File: src/rtl/sync_fifo_buffer_pkg.sv
// Shared FIFO helpers: pointer-width derivation and threshold legality checks,
// usable by both synchronous and asynchronous FIFO variants.
package sync_fifo_buffer_pkg;

    function automatic int unsigned fifo_clog2(input int unsigned n);
        int unsigned w;
        w = 0;
        while ((32'd1 << w) < n) begin
            w++;
        end
        return w;
    endfunction

    function automatic bit fifo_depth_ok(input int unsigned depth);
        return (depth >= 2) && ((depth & (depth - 1)) == 0);
    endfunction

    function automatic bit fifo_af_ok(input int unsigned af, input int unsigned depth);
        return (af >= 1) && (af <= depth);
    endfunction

    function automatic bit fifo_ae_ok(input int unsigned ae, input int unsigned depth);
        return ae <= depth - 1;
    endfunction

endpackage

File: src/rtl/sync_fifo_buffer_if.sv
// FIFO stream/status bundle; slave is the FIFO, master is the user side.
interface sync_fifo_buffer_if #(
    parameter int unsigned DATA_WIDTH = 8,
    parameter int unsigned ADDR_WIDTH = 3
);
    logic                  flush;
    logic                  wr_en;
    logic [DATA_WIDTH-1:0] wr_data;
    logic                  rd_en;
    logic [DATA_WIDTH-1:0] rd_data;
    logic                  rd_valid;
    logic                  full;
    logic                  empty;
    logic                  almost_full;
    logic                  almost_empty;
    logic [ADDR_WIDTH:0]   fill_level;
    logic                  overflow;
    logic                  underflow;
    logic                  clr_err;

    modport slave (
        input  flush, wr_en, wr_data, rd_en, clr_err,
        output rd_data, rd_valid, full, empty, almost_full, almost_empty,
               fill_level, overflow, underflow
    );

    modport master (
        output flush, wr_en, wr_data, rd_en, clr_err,
        input  rd_data, rd_valid, full, empty, almost_full, almost_empty,
               fill_level, overflow, underflow
    );
endinterface

File: src/rtl/sync_fifo_ram.sv
// Simple dual-port storage: synchronous write, combinational read.
module sync_fifo_ram #(
    parameter int unsigned DATA_WIDTH = 8,
    parameter int unsigned ADDR_WIDTH = 3
) (
    input  logic                  CLK,
    input  logic                  we_i,
    input  logic [ADDR_WIDTH-1:0] waddr_i,
    input  logic [DATA_WIDTH-1:0] wdata_i,
    input  logic [ADDR_WIDTH-1:0] raddr_i,
    output logic [DATA_WIDTH-1:0] rdata_o
);
    logic [DATA_WIDTH-1:0] mem_q [2**ADDR_WIDTH];

    always_ff @(posedge CLK) begin
        if (we_i) begin
            mem_q[waddr_i] <= wdata_i;
        end
    end

    always_comb begin
        rdata_o = mem_q[raddr_i];
    end
endmodule

File: src/rtl/sync_fifo_buffer.sv
// Single-clock FIFO with occupancy flags, FWFT or registered read,
// flush and sticky overflow/underflow flags.
module sync_fifo_buffer
    import sync_fifo_buffer_pkg::*;
#(
    parameter int unsigned DATA_WIDTH = 8,
    parameter int unsigned FIFO_DEPTH = 8,
    parameter int unsigned ADDR_WIDTH = 3,
    parameter int unsigned AF_THRESH  = 6,
    parameter int unsigned AE_THRESH  = 1,
    parameter int unsigned FWFT       = 1
) (
    input  logic               CLK,
    input  logic               RST,
    sync_fifo_buffer_if.slave  bus
);
    localparam logic [ADDR_WIDTH:0]   DEPTH_C = (ADDR_WIDTH+1)'(FIFO_DEPTH);
    localparam logic [ADDR_WIDTH:0]   AF_C    = (ADDR_WIDTH+1)'(AF_THRESH);
    localparam logic [ADDR_WIDTH:0]   AE_C    = (ADDR_WIDTH+1)'(AE_THRESH);
    localparam logic [ADDR_WIDTH-1:0] PTR_ONE = ADDR_WIDTH'(1);
    localparam logic [ADDR_WIDTH:0]   CNT_ONE = (ADDR_WIDTH+1)'(1);

    if (!fifo_depth_ok(FIFO_DEPTH) || ADDR_WIDTH != fifo_clog2(FIFO_DEPTH)) begin : g_bad_depth
        $error("sync_fifo_buffer: FIFO_DEPTH/ADDR_WIDTH inconsistent");
    end
    if (!fifo_af_ok(AF_THRESH, FIFO_DEPTH) || !fifo_ae_ok(AE_THRESH, FIFO_DEPTH)) begin : g_bad_thresh
        $error("sync_fifo_buffer: AF_THRESH/AE_THRESH out of range");
    end

    logic [ADDR_WIDTH-1:0] wr_ptr_q, wr_ptr_d, rd_ptr_q, rd_ptr_d;
    logic [ADDR_WIDTH:0]   count_q, count_d;
    logic [DATA_WIDTH-1:0] rd_data_q, rd_data_d, ram_rdata;
    logic                  rd_valid_q, rd_valid_d;
    logic                  ovf_q, ovf_d, udf_q, udf_d;
    logic                  full, empty, wr_acc, rd_acc;

    sync_fifo_ram #(
        .DATA_WIDTH (DATA_WIDTH),
        .ADDR_WIDTH (ADDR_WIDTH)
    ) u_ram (
        .CLK     (CLK),
        .we_i    (wr_acc),
        .waddr_i (wr_ptr_q),
        .wdata_i (bus.wr_data),
        .raddr_i (rd_ptr_q),
        .rdata_o (ram_rdata)
    );

    always_comb begin
        full   = (count_q == DEPTH_C);
        empty  = (count_q == '0);
        // flush masks both accepts so neither memory nor pointers move on that edge
        wr_acc = bus.wr_en & ~full  & ~bus.flush;
        rd_acc = bus.rd_en & ~empty & ~bus.flush;

        wr_ptr_d   = wr_ptr_q;
        rd_ptr_d   = rd_ptr_q;
        count_d    = count_q;
        rd_data_d  = rd_data_q;
        rd_valid_d = 1'b0;
        ovf_d      = ovf_q;
        udf_d      = udf_q;

        if (bus.flush) begin
            wr_ptr_d = '0;
            rd_ptr_d = '0;
            count_d  = '0;
        end else begin
            if (wr_acc) wr_ptr_d = wr_ptr_q + PTR_ONE;
            if (rd_acc) begin
                rd_ptr_d   = rd_ptr_q + PTR_ONE;
                rd_data_d  = ram_rdata;
                rd_valid_d = 1'b1;
            end
            case ({wr_acc, rd_acc})
                2'b10:   count_d = count_q + CNT_ONE;
                2'b01:   count_d = count_q - CNT_ONE;
                default: count_d = count_q;
            endcase
            ovf_d = (ovf_q & ~bus.clr_err) | (bus.wr_en & full);
            udf_d = (udf_q & ~bus.clr_err) | (bus.rd_en & empty);
        end
    end

    always_ff @(posedge CLK) begin
        if (RST) begin
            wr_ptr_q   <= '0;
            rd_ptr_q   <= '0;
            count_q    <= '0;
            rd_data_q  <= '0;
            rd_valid_q <= 1'b0;
            ovf_q      <= 1'b0;
            udf_q      <= 1'b0;
        end else begin
            wr_ptr_q   <= wr_ptr_d;
            rd_ptr_q   <= rd_ptr_d;
            count_q    <= count_d;
            rd_data_q  <= rd_data_d;
            rd_valid_q <= rd_valid_d;
            ovf_q      <= ovf_d;
            udf_q      <= udf_d;
        end
    end

    always_comb begin
        if (FWFT != 0) begin
            // head word is gated to zero while empty so the output is defined after reset
            bus.rd_data  = empty ? '0 : ram_rdata;
            bus.rd_valid = ~empty;
        end else begin
            bus.rd_data  = rd_data_q;
            bus.rd_valid = rd_valid_q;
        end
        bus.full         = full;
        bus.empty        = empty;
        bus.almost_full  = (count_q >= AF_C);
        bus.almost_empty = (count_q <= AE_C);
        bus.fill_level   = count_q;
        bus.overflow     = ovf_q;
        bus.underflow    = udf_q;
    end
endmodule
File: src/flat_wrapper.sv
// flat-port wrapper written by rule: the top's interface ports become plain ports
module sync_fifo_buffer_flat import sync_fifo_buffer_pkg::*;
#(
    parameter int unsigned DATA_WIDTH = 8,
    parameter int unsigned FIFO_DEPTH = 8,
    parameter int unsigned ADDR_WIDTH = 3,
    parameter int unsigned AF_THRESH  = 6,
    parameter int unsigned AE_THRESH  = 1,
    parameter int unsigned FWFT       = 1
)
  (CLK, RST, bus_flush, bus_wr_en, bus_wr_data, bus_rd_en, bus_clr_err, bus_rd_data, bus_rd_valid, bus_full, bus_empty, bus_almost_full, bus_almost_empty, bus_fill_level, bus_overflow, bus_underflow);
  sync_fifo_buffer_if #(.DATA_WIDTH(DATA_WIDTH), .ADDR_WIDTH(ADDR_WIDTH)) bus_i ();
  input  logic CLK;
  input  logic RST;
  input wire logic [$bits(bus_i.flush)-1:0] bus_flush;
  input wire logic [$bits(bus_i.wr_en)-1:0] bus_wr_en;
  input wire logic [$bits(bus_i.wr_data)-1:0] bus_wr_data;
  input wire logic [$bits(bus_i.rd_en)-1:0] bus_rd_en;
  input wire logic [$bits(bus_i.clr_err)-1:0] bus_clr_err;
  output wire logic [$bits(bus_i.rd_data)-1:0] bus_rd_data;
  output wire logic [$bits(bus_i.rd_valid)-1:0] bus_rd_valid;
  output wire logic [$bits(bus_i.full)-1:0] bus_full;
  output wire logic [$bits(bus_i.empty)-1:0] bus_empty;
  output wire logic [$bits(bus_i.almost_full)-1:0] bus_almost_full;
  output wire logic [$bits(bus_i.almost_empty)-1:0] bus_almost_empty;
  output wire logic [$bits(bus_i.fill_level)-1:0] bus_fill_level;
  output wire logic [$bits(bus_i.overflow)-1:0] bus_overflow;
  output wire logic [$bits(bus_i.underflow)-1:0] bus_underflow;
  assign bus_i.flush = bus_flush;
  assign bus_i.wr_en = bus_wr_en;
  assign bus_i.wr_data = bus_wr_data;
  assign bus_i.rd_en = bus_rd_en;
  assign bus_i.clr_err = bus_clr_err;
  assign bus_rd_data = bus_i.rd_data;
  assign bus_rd_valid = bus_i.rd_valid;
  assign bus_full = bus_i.full;
  assign bus_empty = bus_i.empty;
  assign bus_almost_full = bus_i.almost_full;
  assign bus_almost_empty = bus_i.almost_empty;
  assign bus_fill_level = bus_i.fill_level;
  assign bus_overflow = bus_i.overflow;
  assign bus_underflow = bus_i.underflow;
  sync_fifo_buffer #(.DATA_WIDTH(DATA_WIDTH), .FIFO_DEPTH(FIFO_DEPTH), .ADDR_WIDTH(ADDR_WIDTH), .AF_THRESH(AF_THRESH), .AE_THRESH(AE_THRESH), .FWFT(FWFT)) u_core (.CLK(CLK), .RST(RST), .bus(bus_i));
endmodule
File: config.mk
export PLATFORM = sky130hd
export DESIGN_NAME = sync_fifo_buffer_flat
export DESIGN_NICKNAME = d
export VERILOG_FILES = /design/src/rtl/sync_fifo_buffer_pkg.sv /design/src/rtl/sync_fifo_buffer_if.sv /design/src/rtl/sync_fifo_ram.sv /design/src/rtl/sync_fifo_buffer.sv /design/src/flat_wrapper.sv
export SDC_FILE = /design/constraint.sdc
export NUM_CORES = 1
export LEC_CHECK = 0
export BUFFER_PORTS_ARGS = -buffer_cell sky130_fd_sc_hd__buf_2
export CORE_AREA = 8 8 89 107
export DETAILED_ROUTE_END_ITERATION = 7
export DIE_AREA = 0 0 97 115
export GPL_TIMING_DRIVEN = 1
export SLEW_MARGIN = 10
export SYNTH_ARGS = -nofsm -noshare
export SYNTH_HDL_FRONTEND = slang
export SYNTH_SLANG_ARGS = --single-unit
File: constraint.sdc
create_clock -name CLK -period 6.1 [get_ports CLK]
set_input_delay 0.61 -clock CLK [delete_from_list [all_inputs] [get_ports CLK]]
set_output_delay 0.61 -clock CLK [all_outputs]
set_load 0.05 [all_outputs]
[Word level (Yosys, flattened, before mapping)]
Memory sizes are Yosys's and may differ from the RTL's. A register that Yosys moved wholly into a read port is not among the register bits.
Cells that the tools add are included.
Storage, ports and cells
  bits in registers: 12
  RAM bits: 64
  input bits: 14
  output and inout port bits: 19
  memories: 1
Cells by class
  $add $sub $neg: 4
  magnitude comparators: 2
  equality and inequality tests: 3
  muxes and demuxes: 6
  bitwise operators: 14
  reductions and logical operators: 3
Memories
  u_core.u_ram.mem_q: depth 8, bits a word 8, rd ports 1, clocked after Yosys merged registers in 1, wr ports 1, line sync_fifo_ram.sv:13  | logic [DATA_WIDTH-1:0] mem_q [2**ADDR_WIDTH];
Operator list (count)
  1-bit AND: 8
  8-bit two-way mux: 1
  4-bit case mux with 2 select lines: 1
  3-bit by 1-bit adder with 3-bit output, second input constant: 2
  3-bit two-way mux: 2
  4-bit by 1-bit adder with 4-bit output, second input constant: 1
  4-bit equality test, second input constant: 1
  4-bit by 3-bit greater-or-equal comparator with 1-bit output, second input constant: 1
  4-bit by 1-bit less-or-equal comparator with 1-bit output, second input constant: 1
  4-bit logical NOT: 1
  1-bit inverter: 4
  4-bit by 1-bit subtractor with 4-bit output, second input constant: 1
  2-bit by 1-bit equality test with 1-bit output, second input constant: 1
  2-bit equality test, second input constant: 1
  1-bit two-way mux: 2
  1-bit bitwise OR: 2
  2-bit nonzero test: 1
  2-bit OR reduction: 1

[Depth between registers and ports, before layout]
Gate-level depths: netlist of run 1.
  word-level depth: 6
  depth in mapped cells: 9

[Hierarchy]
A second synthesis of run 1 with hierarchy kept.
Second synthesis, totals
  cell total of the unflattened synthesis: 193
  area, all modules: 3265.6 µm²
Modules (own cells, without submodules)
  sync_fifo_ram: times used 1, cells an instance 106, area an instance 2531.2 µm², sequential area each 1921.8 µm²
  sync_fifo_buffer: times used 1, cells an instance 87, area an instance 734.5 µm², sequential area each 240.2 µm²

[Worst setup path after synthesis of run 1]
OpenSTA, ideal clock, no wires.
  path kind: register -> output
  start point: register u_core.count_q[0] (netlist: u_core.bus.fill_level[0])
  end point: output bus_rd_data[0]
  arrival time: 2474 ps
  required time: 5490 ps
  slack: 3016 ps
  cell stages (with the launch flop): 6
  cell sequence: dfxtp_1 > inv_1 > ha_1 > or3b_1 > clkbuf_1 > and3_1
On the way
  word-level cells in the longest chain between the ends: 2
Ends and longest elaborated chain
  from (decl): line sync_fifo_buffer.sv:31  | logic [ADDR_WIDTH:0] count_q, count_d;
  from (signal assigned): line sync_fifo_buffer.sv:97  | count_q <= count_d;
  4-bit logical NOT: line sync_fifo_buffer.sv:51  | empty = (count_q == '0);
  8-bit two-way mux: line sync_fifo_buffer.sv:108  | bus.rd_data = empty ? '0 : ram_rdata;
  to (decl): line flat_wrapper.sv:20  | output wire logic [$bits(bus_i.rd_data)-1:0] bus_rd_data;
Every way passes these cells.

[Worst setup path after layout of run 1]
  start point: register u_core.count_q[0] (netlist: u_core.bus.fill_level[0])
  end point: register u_core.count_q[3] (netlist: u_core.bus.fill_level[3])
On the way
  word-level cells in the longest chain between the ends: 6
  elaborated cells on any way between the ends: 14
  classes of those cells: add/sub (2); eq/ne (3); mux (1); bitwise (6); reduce/logical (2)
Ends and longest elaborated chain
  4-bit equality test or 4-bit logical NOT (tied branches): line sync_fifo_buffer.sv:50, sync_fifo_buffer.sv:51
  1-bit inverter (on tied branches): line sync_fifo_buffer.sv:53, sync_fifo_buffer.sv:54
  1-bit AND (on tied branches) (2 in a row): line sync_fifo_buffer.sv:53, sync_fifo_buffer.sv:54
  2-bit by 1-bit equality test with 1-bit output or 2-bit equality test (tied branches): line sync_fifo_buffer.sv:75  | case ({wr_acc, rd_acc})
  4-bit case mux with 2 select lines or 2-bit nonzero test (tied branches)
Several ways; a longest one is shown, not always the timed one.
A chain may end at the register's enable or synchronous reset.

==> results.toml, run 1 <==
[worst_hold_path]
min_path_type = "in2reg"
hp-start = "RST"

[route]
vias = 1902
first_iter_violations = 77
wl_per_cell_um = 17.4
drc = 0
via_per_inst = 5.24
dr.pass1.iters = 4
wl_um = 6300
antenna_left = 0

[yosys]
synth_cell_types = 34
yosysWarnings = 0
synth_area_sq_mm = 0.00327
synth_commonest_cells = "edfxtp_1 (64), mux2i_1 (33), a22oi_1 (17)"
netlist.area_leader.share_pct = 58.7
ys_top_cells_by_area = "edfxtp_1 (59%), mux2i_1 (10%), dfxtp_1 (9.2%)"
synth_ff_type = "edfxtp_1"
mappedNetlistNets = 247
synthArstFlopShare_pct = 0
synth_seq_area_share_pct = 67.9
avgSynthCellArea_sq_um = 14.5
yosysMostFrequentCell = "edfxtp_1"
synthCells = 226
post-synth-top-area-cell = "edfxtp_1"
synth_edf_count = 64
synth_seq_cells = 79

[clocking]
insertion_delay_ns = 0.34
cts.reportedPaths.clkPinSlew_ns = 0.08
cts_resized = 0
cts_sinks = 79
cts_tree = "done"
clockRootBuffer = "clkbuf_8"
numCtsBuffers = 9
cts_setup_buffers = 0
clock_path_buffers = 2
cts_hold_buffers = 0
cts_htree_levels = 3

[status]
status = "complete, no violations"

[pwr]
vdd_drop_max_mv = 0.140
power_density_mw_per_mm2 = 274
finalPower_mw = 1.02
p_leak_nw = 1.28

[timing]
max_freq_mhz = 337
period_needed_ns = 2.97
rsz0062_at_grt = "false"
drv_slew = 0
finalSetupViolCount = 0
worst_pin_slew_ns = 1.14
timing.final.crit_share_pct = 48.6
slew_headroom_pct = 23.6
tns_ns = 0
worst_slack_ns = 3.13
final-hold-violation-count = 0
finalClockSkew_ns = 0.00679

[place]
place_inst = 347
dp_hpwl_um = 4090
placed_cell_area_sq_mm = 0.00354
io_buffers = 32
pre_cts_ws_ns = 3.09
gp_congestion = 0.702

[setup_path]
startpoint_type = "register"
crit_path_start = "u_core.bus.fill_level[0]$_SDFFE_PP0P_"
slowest_delay_ns = 0.48
slowest_stage = "or3b_1"
crit_chain = "inv_1 -> ha_1 -> or3b_1 -> inv_2 -> nor3_1 -> ha_1 -> or4b_1 -> a21oi_1 -> mux2_1"
cp_max_fo = 11
crit_arrival_ns = 3.20
timing.rr.start = "u_core.bus.fill_level[0]$_SDFFE_PP0P_"
required_ns = 6.33
crit_top_cell = "ha_1"
worstSetupPathType = "reg2reg"
worstSetupEndpointType = "register"

[floorplanning]
fp-row-count = 36
core-area_sq_mm = 0.00788
io_pins = 33
die_h_um = 115
chipWidth_um = 97
die_area_sq_mm = 0.0112
initial_core_util_pct = 41.5

[layout]
postLayoutCellArea_sq_mm = 0.00373
final_layout_size_suffix_gt1_share_pct = 20.9
nNetsFinal = 284
stdcell_count = 363
n_antenna_cell = 0
syn_to_final_growth_pct = 14.0

[global_route]
antenna_found_initial = 0
grt_util_met2_pct = 18.3
grt_pass1_vias = 1998
grt_pass1_wl_um = 10100
busiest_layer = "met2"
grt_start_max_net_pins = 33
grt_usage_pct = 11.8
grt-ovfl-total = 0
gr-usage-met1_pct = 14.3
grtUsageMet3_pct = 4.15

[job]
cap_violations = 0
-- metal layers --
metal | up-vias | part of all wire (%)
li1 | 938 | -
met1 | 911 | 47
met2 | 48 | 47
met3 | 5 | 4.5
met4 | 0 | 1.0
met5 | - | 0
-- final timing paths --
| check | end | slack (ns) | cells past startpoint |
|---|---|---|---|
| worst max register to register | u_core.bus.fill_level[3]$_SDFFE_PP0P_ | 3.13 | 9 |
| worst min-delay path | u_core.bus.overflow$_SDFFE_PP0N_ | 0.45 | 2 |
| worst min register to register | u_core.bus.underflow$_SDFFE_PP0N_ | 0.49 | 2 |
| worst max-delay path | u_core.bus.fill_level[3]$_SDFFE_PP0P_ | 3.13 | 9 |
-- placed cells by master (no fill, tap or decap), types with 4 or more instances in the layout --
cell / netlist / layout
nor3_1: 6 / 5
inv_1: 7 / 7
edfxtp_1: 64 / 64
clkbuf_8: 0 / 9
nand2b_1: 4 / 4
and3_1: 8 / 8
nor2_1: 11 / 11
a21oi_1: 9 / 9
buf_2: 2 / 32
a22oi_1: 17 / 17
ha_1: 7 / 7
dfxtp_1: 15 / 14
o21ai_0: 6 / 6
mux2i_1: 33 / 33
-- cells by family (layout without fill, tap and decap cells) --
| group | count (synthesis) | after routing | share of synthesized area [%] |
|---|---|---|---|
| DFF | 79 | 79 | 67.9 |
| and+or+nand+nor | 50 | 50 | 8.91 |
| AOI/OAI and AO/OA | 36 | 36 | 7.15 |
| muxes | 34 | 34 | 10.4 |
| buffers and inverters | 18 | 60 | 2.37 |
| adders and majority gates | 7 | 7 | 2.68 |
| xor gates and xnor gates | 2 | 2 | 0.535 |
-- flip-flops by register name, indices dropped and copies added, names as in the netlist, named ones only --
name and cells:
u_core.u_ram.mem_q 64, u_core.bus.fill_level 4, u_core.rd_ptr_q 3, u_core.wr_ptr_q 3
u_core.bus.overflow 1, u_core.bus.underflow 1
-- power breakdown --
part	internal, mW	switching (mW)
registers	0.586	0.00509
clock network	0.187	0.180
logic	0.0193	0.0455
-- through the flow --
step / utilization [%] / hold slack, ns
6_report: 47.3 / 0.447
5_1_grt: 47.3 / 0.437
4_1_cts: 47.3 / 0.430
3_5_place_dp: 44.9 / 0.476
3_3_place_gp: 44.9 / 0.476
2_1_floorplan: - / 0.453
-- worst max-delay path, delay by kind of cell, from the launching register on --
family	cells	cell delay, ns
simple gates	3	1.12
fa+ha+maj	2	0.56
flops	1	0.45
mux	1	0.32
buf+inv	2	0.23
compound gates	1	0.17
-- layout make-up --
| class | instances | area (sq um) |
|---|---|---|
| multi-input cells | 129 | 983 |
| inverters | 9 | 33.8 |
| well taps | 95 | 119 |
| clock buffers | 10 | 128 |
| flip-flops and latches | 79 | 2220 |
| fillers | 703 | 4150 |
| clock inverters | 6 | 61.3 |
| repair buffers | 35 | 183 |
(Power assumes the default switching activity.)
==> run 2, diff against run 1 <==
==> constraint.sdc (replaced) <==
create_clock -name CLK -period 3 [get_ports CLK]
set_input_delay 0.3 -clock CLK [delete_from_list [all_inputs] [get_ports CLK]]
set_output_delay 0.3 -clock CLK [all_outputs]
set_load 0.05 [all_outputs]
==> results.toml, run 2 (synthesis gave the netlist of run 1 again) <==
[clocking]
cts_tree = "done"
insertion_delay_ns = 0.34
cts_setup_buffers = 0
cts_sinks = 79
cts.reportedPaths.clkPinSlew_ns = 0.08
numCtsBuffers = 9
clockRootBuffer = "clkbuf_8"
cts_hold_buffers = 0
cts_resized = 0
clock_path_buffers = 2
cts_htree_levels = 3

[setup_path]
ff2ff_setup_slack_ns = 0.33
worstSetupPathType = "reg2reg"
crit_arrival_ns = 2.90
startpoint_type = "register"
cp_max_fo = 8
worstSetupEndpointType = "register"
r2r-end = "u_core.bus.fill_level[3]$_SDFFE_PP0P_"
reg2reg_depth = 9
timing.rr.start = "u_core.bus.fill_level[0]$_SDFFE_PP0P_"
required_ns = 3.23

[pwr]
pwr-share-comb_pct = 6.6
clock_power_share_pct = 37.2
power_density_mw_per_mm2 = 561
sequentialPowerShare_pct = 56.2
power.internal_mw = 1.67
power.switching_mw = 0.462
switching_share_pct = 21.7
finalPower_mw = 2.13
p_leak_nw = 1.34
vdd_drop_max_mv = 0.269

[timing]
finalSetupViolCount = 0
slew_headroom_pct = 45.1
tns_ns = 0
worst_pin_slew_ns = 0.822
max_freq_mhz = 375
drv_slew = 0
finalClockSkew_ns = 0.00973
final-hold-violation-count = 0
period_needed_ns = 2.67
rsz0062_at_grt = "false"
timing.final.crit_share_pct = 89.0

[layout]
n_antenna_cell = 0
final_common_cell = "edfxtp_1"
nNetsFinal = 292
final_cell_mix = "edfxtp_1 (64), mux2i_1 (33), buf_2 (32)"
final_layout_size_suffix_gt1_share_pct = 22.5
syn_to_final_growth_pct = 16.1
regMostFlops = "u_core.u_ram.mem_q"
largest_register_ff_count = 64

[floorplanning]
io_pins = 33
core-area_sq_mm = 0.00788
chipWidth_um = 97
die_area_sq_mm = 0.0112
die_h_um = 115
initial_core_util_pct = 41.5
fp-row-count = 36

[job]
cap_violations = 0

[route]
dr.pass1.iters = 4
first_iter_violations = 91
vias = 1913
via_per_inst = 5.16
antenna_left = 0
wl_per_cell_um = 17.5
wl_um = 6480
drc = 0

[global_route]
busiest_layer = "met2"
gr-usage-met1_pct = 14.2
grt_pass1_wl_um = 10500
grt-ovfl-total = 0
grt_usage_pct = 12.3
grt_start_max_net_pins = 14
grt_util_met2_pct = 20.6
antenna_found_initial = 0
grtUsageMet3_pct = 4.27
grt_pass1_vias = 1993

[status]
status = "complete, no violations"

[worst_hold_path]
min_path_cells = 2
min_to = "u_core.bus.underflow$_SDFFE_PP0N_"
min_path_type = "in2reg"
hp-start = "RST"

[place]
gp_congestion = 0.768
dp_hpwl_um = 4260
io_buffers = 32
run 2: cell count changes in the layout (fill, tap and decap cells not counted):
| cell | before | now |
|---|---|---|
| buf_4 | 3 | 11 |
| clkbuf_1 | 1 | 3 |
| clkbuf_16 | 0 | 1 |
| clkinv_1 | 1 | 0 |
| clkinvlp_4 | 3 | 0 |
| inv_4 | 0 | 1 |
| nor3_1 | 5 | 6 |
| nor3_2 | 1 | 0 |
run 2: worst max path at each step:
stage,startpoint,to,slack [ns],depth (start not counted)
floorplan,u_core.bus.fill_level[0]$_SDFFE_PP0P_,u_core.bus.fill_level[3]$_SDFFE_PP0P_,0.13,9
CTS,u_core.bus.fill_level[0]$_SDFFE_PP0P_,u_core.bus.fill_level[3]$_SDFFE_PP0P_,0.35,9
global route,u_core.bus.fill_level[0]$_SDFFE_PP0P_,u_core.bus.fill_level[3]$_SDFFE_PP0P_,0.19,9
finish,u_core.bus.fill_level[0]$_SDFFE_PP0P_,u_core.bus.fill_level[3]$_SDFFE_PP0P_,0.33,9
global placement,u_core.bus.fill_level[0]$_SDFFE_PP0P_,u_core.bus.fill_level[3]$_SDFFE_PP0P_,0.47,9
detailed placement,u_core.bus.fill_level[0]$_SDFFE_PP0P_,u_core.bus.fill_level[3]$_SDFFE_PP0P_,0.37,9
run 2: per-layer routing:
| metal | share of wire, % | up-vias |
|---|---|---|
| li1 | - | 951 |
| met1 | 45 | 913 |
| met2 | 48 | 43 |
| met3 | 5.2 | 6 |
| met4 | 1.2 | 0 |
| met5 | 0 | - |
run 2: stage by stage:
step	area, sq um	worst slack (ns)	std cells	util (%)	hold slack, ns
CTS	3800	0.349	371	48.2	0.125
global placement	3600	0.471	355	45.6	0.479
global route	3800	0.188	371	48.2	0.122
detailed placement	3600	0.373	355	45.6	0.479
finish	3800	0.331	371	48.2	0.142
floorplan	3270	0.125	226	-	0.372
run 2: layout make-up:
class,instances,area [sq um]
clock buffer,13,160
clock inverter,3,41.3
fill,689,4080
inverter,9,33.8
multi-input combinational,129,978
sequential,79,2220
tap,95,119
timing repair buffer,43,243
run 2: worst max-delay path, cell delays in order (launching register included):
cell     delay, ns
dfxtp_1       0.46
inv_1         0.11
ha_1          0.28
or3b_1        0.22
inv_2         0.07
nor3_1        0.18
ha_1          0.29
or4b_1        0.45
a21oi_1       0.18
mux2_1        0.33
run 2: power groups by stage:
stage	logic (mW)	clock network, mW	registers [mW]
after floorplan	0.0863	0	1.23
after global placement	0.140	0	1.22
after detailed placement	0.141	0	1.22
after CTS	0.142	0.815	1.20
after global routing	0.153	0.868	1.20
final	0.140	0.793	1.20
==> run 3, diff against run 2 <==
--- a/config.mk
+++ b/config.mk
@@ -6,10 +6,11 @@
 export NUM_CORES = 1
 export LEC_CHECK = 0
 export BUFFER_PORTS_ARGS = -buffer_cell sky130_fd_sc_hd__buf_2
-export CORE_AREA = 8 8 89 107
+export CORE_AREA = 8 8 92 111
 export DETAILED_ROUTE_END_ITERATION = 7
-export DIE_AREA = 0 0 97 115
-export GPL_TIMING_DRIVEN = 1
+export DIE_AREA = 0 0 100 119
+export GPL_TIMING_DRIVEN = 0
+export REMOVE_ABC_BUFFERS = 1
 export SLEW_MARGIN = 10
 export SYNTH_ARGS = -nofsm -noshare
 export SYNTH_HDL_FRONTEND = slang
==> results.toml, run 3 (synthesis gave the netlist of run 1 again) <==
[setup_path]
cp_top_family = "simple AND/OR/NAND/NOR gates"
r2r-end = "u_core.bus.fill_level[3]$_SDFFE_PP0P_"
cp_num_buf_inv = 2
required_ns = 3.23
ff2ff_setup_slack_ns = 0.34
slowest_delay_ns = 0.44
crit_path_start = "u_core.bus.fill_level[1]$_SDFFE_PP0P_"
setup.worst_path.end = "u_core.bus.fill_level[3]$_SDFFE_PP0P_"
cp.depth = 9
worstSetupEndpointType = "register"
timing.rr.start = "u_core.bus.fill_level[1]$_SDFFE_PP0P_"
startpoint_type = "register"
slowest_stage = "or4b_1"
cp_max_fo = 8
worstSetupPathType = "reg2reg"
crit_arrival_ns = 2.89
crit_chain = "inv_1 -> ha_1 -> or3b_4 -> inv_2 -> nor3_1 -> ha_2 -> or4b_1 -> a21oi_1 -> mux2_1"
reg2reg_depth = 9

[global_route]
grt_pass1_wl_um = 10300
grt_start_max_net_pins = 19
grt-ovfl-total = 0
grt_pass1_vias = 2023
antenna_found_initial = 0
grt_usage_pct = 11.4

[route]
via_per_inst = 4.93
drc = 0
wl_um = 6340
antenna_left = 0
wl_per_cell_um = 16.4
first_iter_violations = 77
vias = 1907
dr.pass1.iters = 4

[pwr]
power.switching_mw = 0.455
vdd_drop_max_mv = 0.205
power_density_mw_per_mm2 = 525
switching_share_pct = 22.9
sequentialPowerShare_pct = 60.4
power.internal_mw = 1.53
clock_power_share_pct = 32.4
p_leak_nw = 1.29
pwr-share-comb_pct = 7.2
finalPower_mw = 1.99

[clocking]
numCtsBuffers = 9
clock_path_buffers = 2
clockRootBuffer = "clkbuf_8"
cts_tree = "done"
cts_sinks = 79
insertion_delay_ns = 0.34
cts.reportedPaths.clkPinSlew_ns = 0.07
cts_htree_levels = 3

[timing]
rsz0062_at_grt = "false"
finalSetupViolCount = 0
slew_headroom_pct = 38.8
worst_pin_slew_ns = 0.915
timing.final.crit_share_pct = 88.6
drv_slew = 0
holdWs_ns = 0.137
max_freq_mhz = 376
worst_slack_ns = 0.341
final-hold-violation-count = 0
finalClockSkew_ns = 0.00638
period_needed_ns = 2.66

[layout]
nNetsFinal = 286
stdcell_count = 387
n_antenna_cell = 0
final_cell_mix = "edfxtp_1 (64), mux2i_1 (33), buf_2 (32)"
utilization_pct = 44.9
syn_to_final_growth_pct = 15.6
regMostFlops = "u_core.u_ram.mem_q"
final_common_cell = "edfxtp_1"
final_layout_size_suffix_gt1_share_pct = 23.0
largest_register_ff_count = 64

[place]
place_inst = 369
pre_cts_ws_ns = -0.0729
dp_hpwl_um = 4200
gp_congestion = 0.735
io_buffers = 32

[floorplanning]
initial_core_util_pct = 38.8
io_pins = 33
die_area_sq_mm = 0.0119
die_h_um = 119
core-area_sq_mm = 0.00843
chipWidth_um = 100
fp-row-count = 37

[worst_hold_path]
hp-start = "RST"
min_path_type = "in2reg"
min_path_cells = 2

[status]
status = "complete, no violations"

[job]
cap_violations = 0
## run 3: timing repair
action / CTS / global route
endpoints found under the setup margin: 1 / 1
gates cloned: 0 / 0
hold buffers: 0 / 0
resized for setup: 1 / 2
buffers inserted: 0 / 2
## run 3: metal layers
layer	wire length (um)	up-vias	GRT usage, %
li1	-	945	-
met1	3030	901	14.7
met2	2810	48	16.7
met3	354	13	3.96
met4	148	0	5.69
met5	0	-	0
## run 3: per-stage QoR
step | setup TNS, ns | instance area (sq um)
floorplan | -0.518 | 3230
global placement | -0.940 | 3530
detailed placement | -0.0729 | 3600
CTS | 0 | 3760
global route | 0 | 3780
finish | 0 | 3780
## run 3: worst min path at each step
stage	to
after floorplan	u_core.bus.overflow$_SDFFE_PP0N_
after global placement	u_core.bus.underflow$_SDFFE_PP0N_
after detailed placement	register
after CTS	u_core.bus.overflow$_SDFFE_PP0N_
after global routing	u_core.bus.overflow$_SDFFE_PP0N_
final	u_core.bus.overflow$_SDFFE_PP0N_
## run 3: cell type report
cell class	count	area [sq um]
multi-input combinational	129	1000
sequential	79	2220
clock inverter	5	25.0
tap	117	146
clock buffer	11	131
fill	796	4640
inverter	9	33.8
timing repair buffer	37	218
## run 3: power by group through the flow
| stage | Clock (mW) | Combinational, mW | Sequential [mW] |
|---|---|---|---|
| 3_5_place_dp | 0 | 0.139 | 1.22 |
| 5_1_grt | 0.711 | 0.156 | 1.20 |
| 4_1_cts | 0.661 | 0.141 | 1.20 |
| 6_report | 0.643 | 0.142 | 1.20 |
| 3_3_place_gp | 0 | 0.133 | 1.23 |
| 2_1_floorplan | 0 | 0.0811 | 1.23 |
## run 3: worst reg2reg max path: stages (launching register included)
cell and delay, ns:
dfxtp_1 0.43, inv_1 0.11, ha_1 0.25, or3b_4 0.28, inv_2 0.07, nor3_1 0.19, ha_2 0.26, or4b_1 0.44
a21oi_1 0.19, mux2_1 0.33
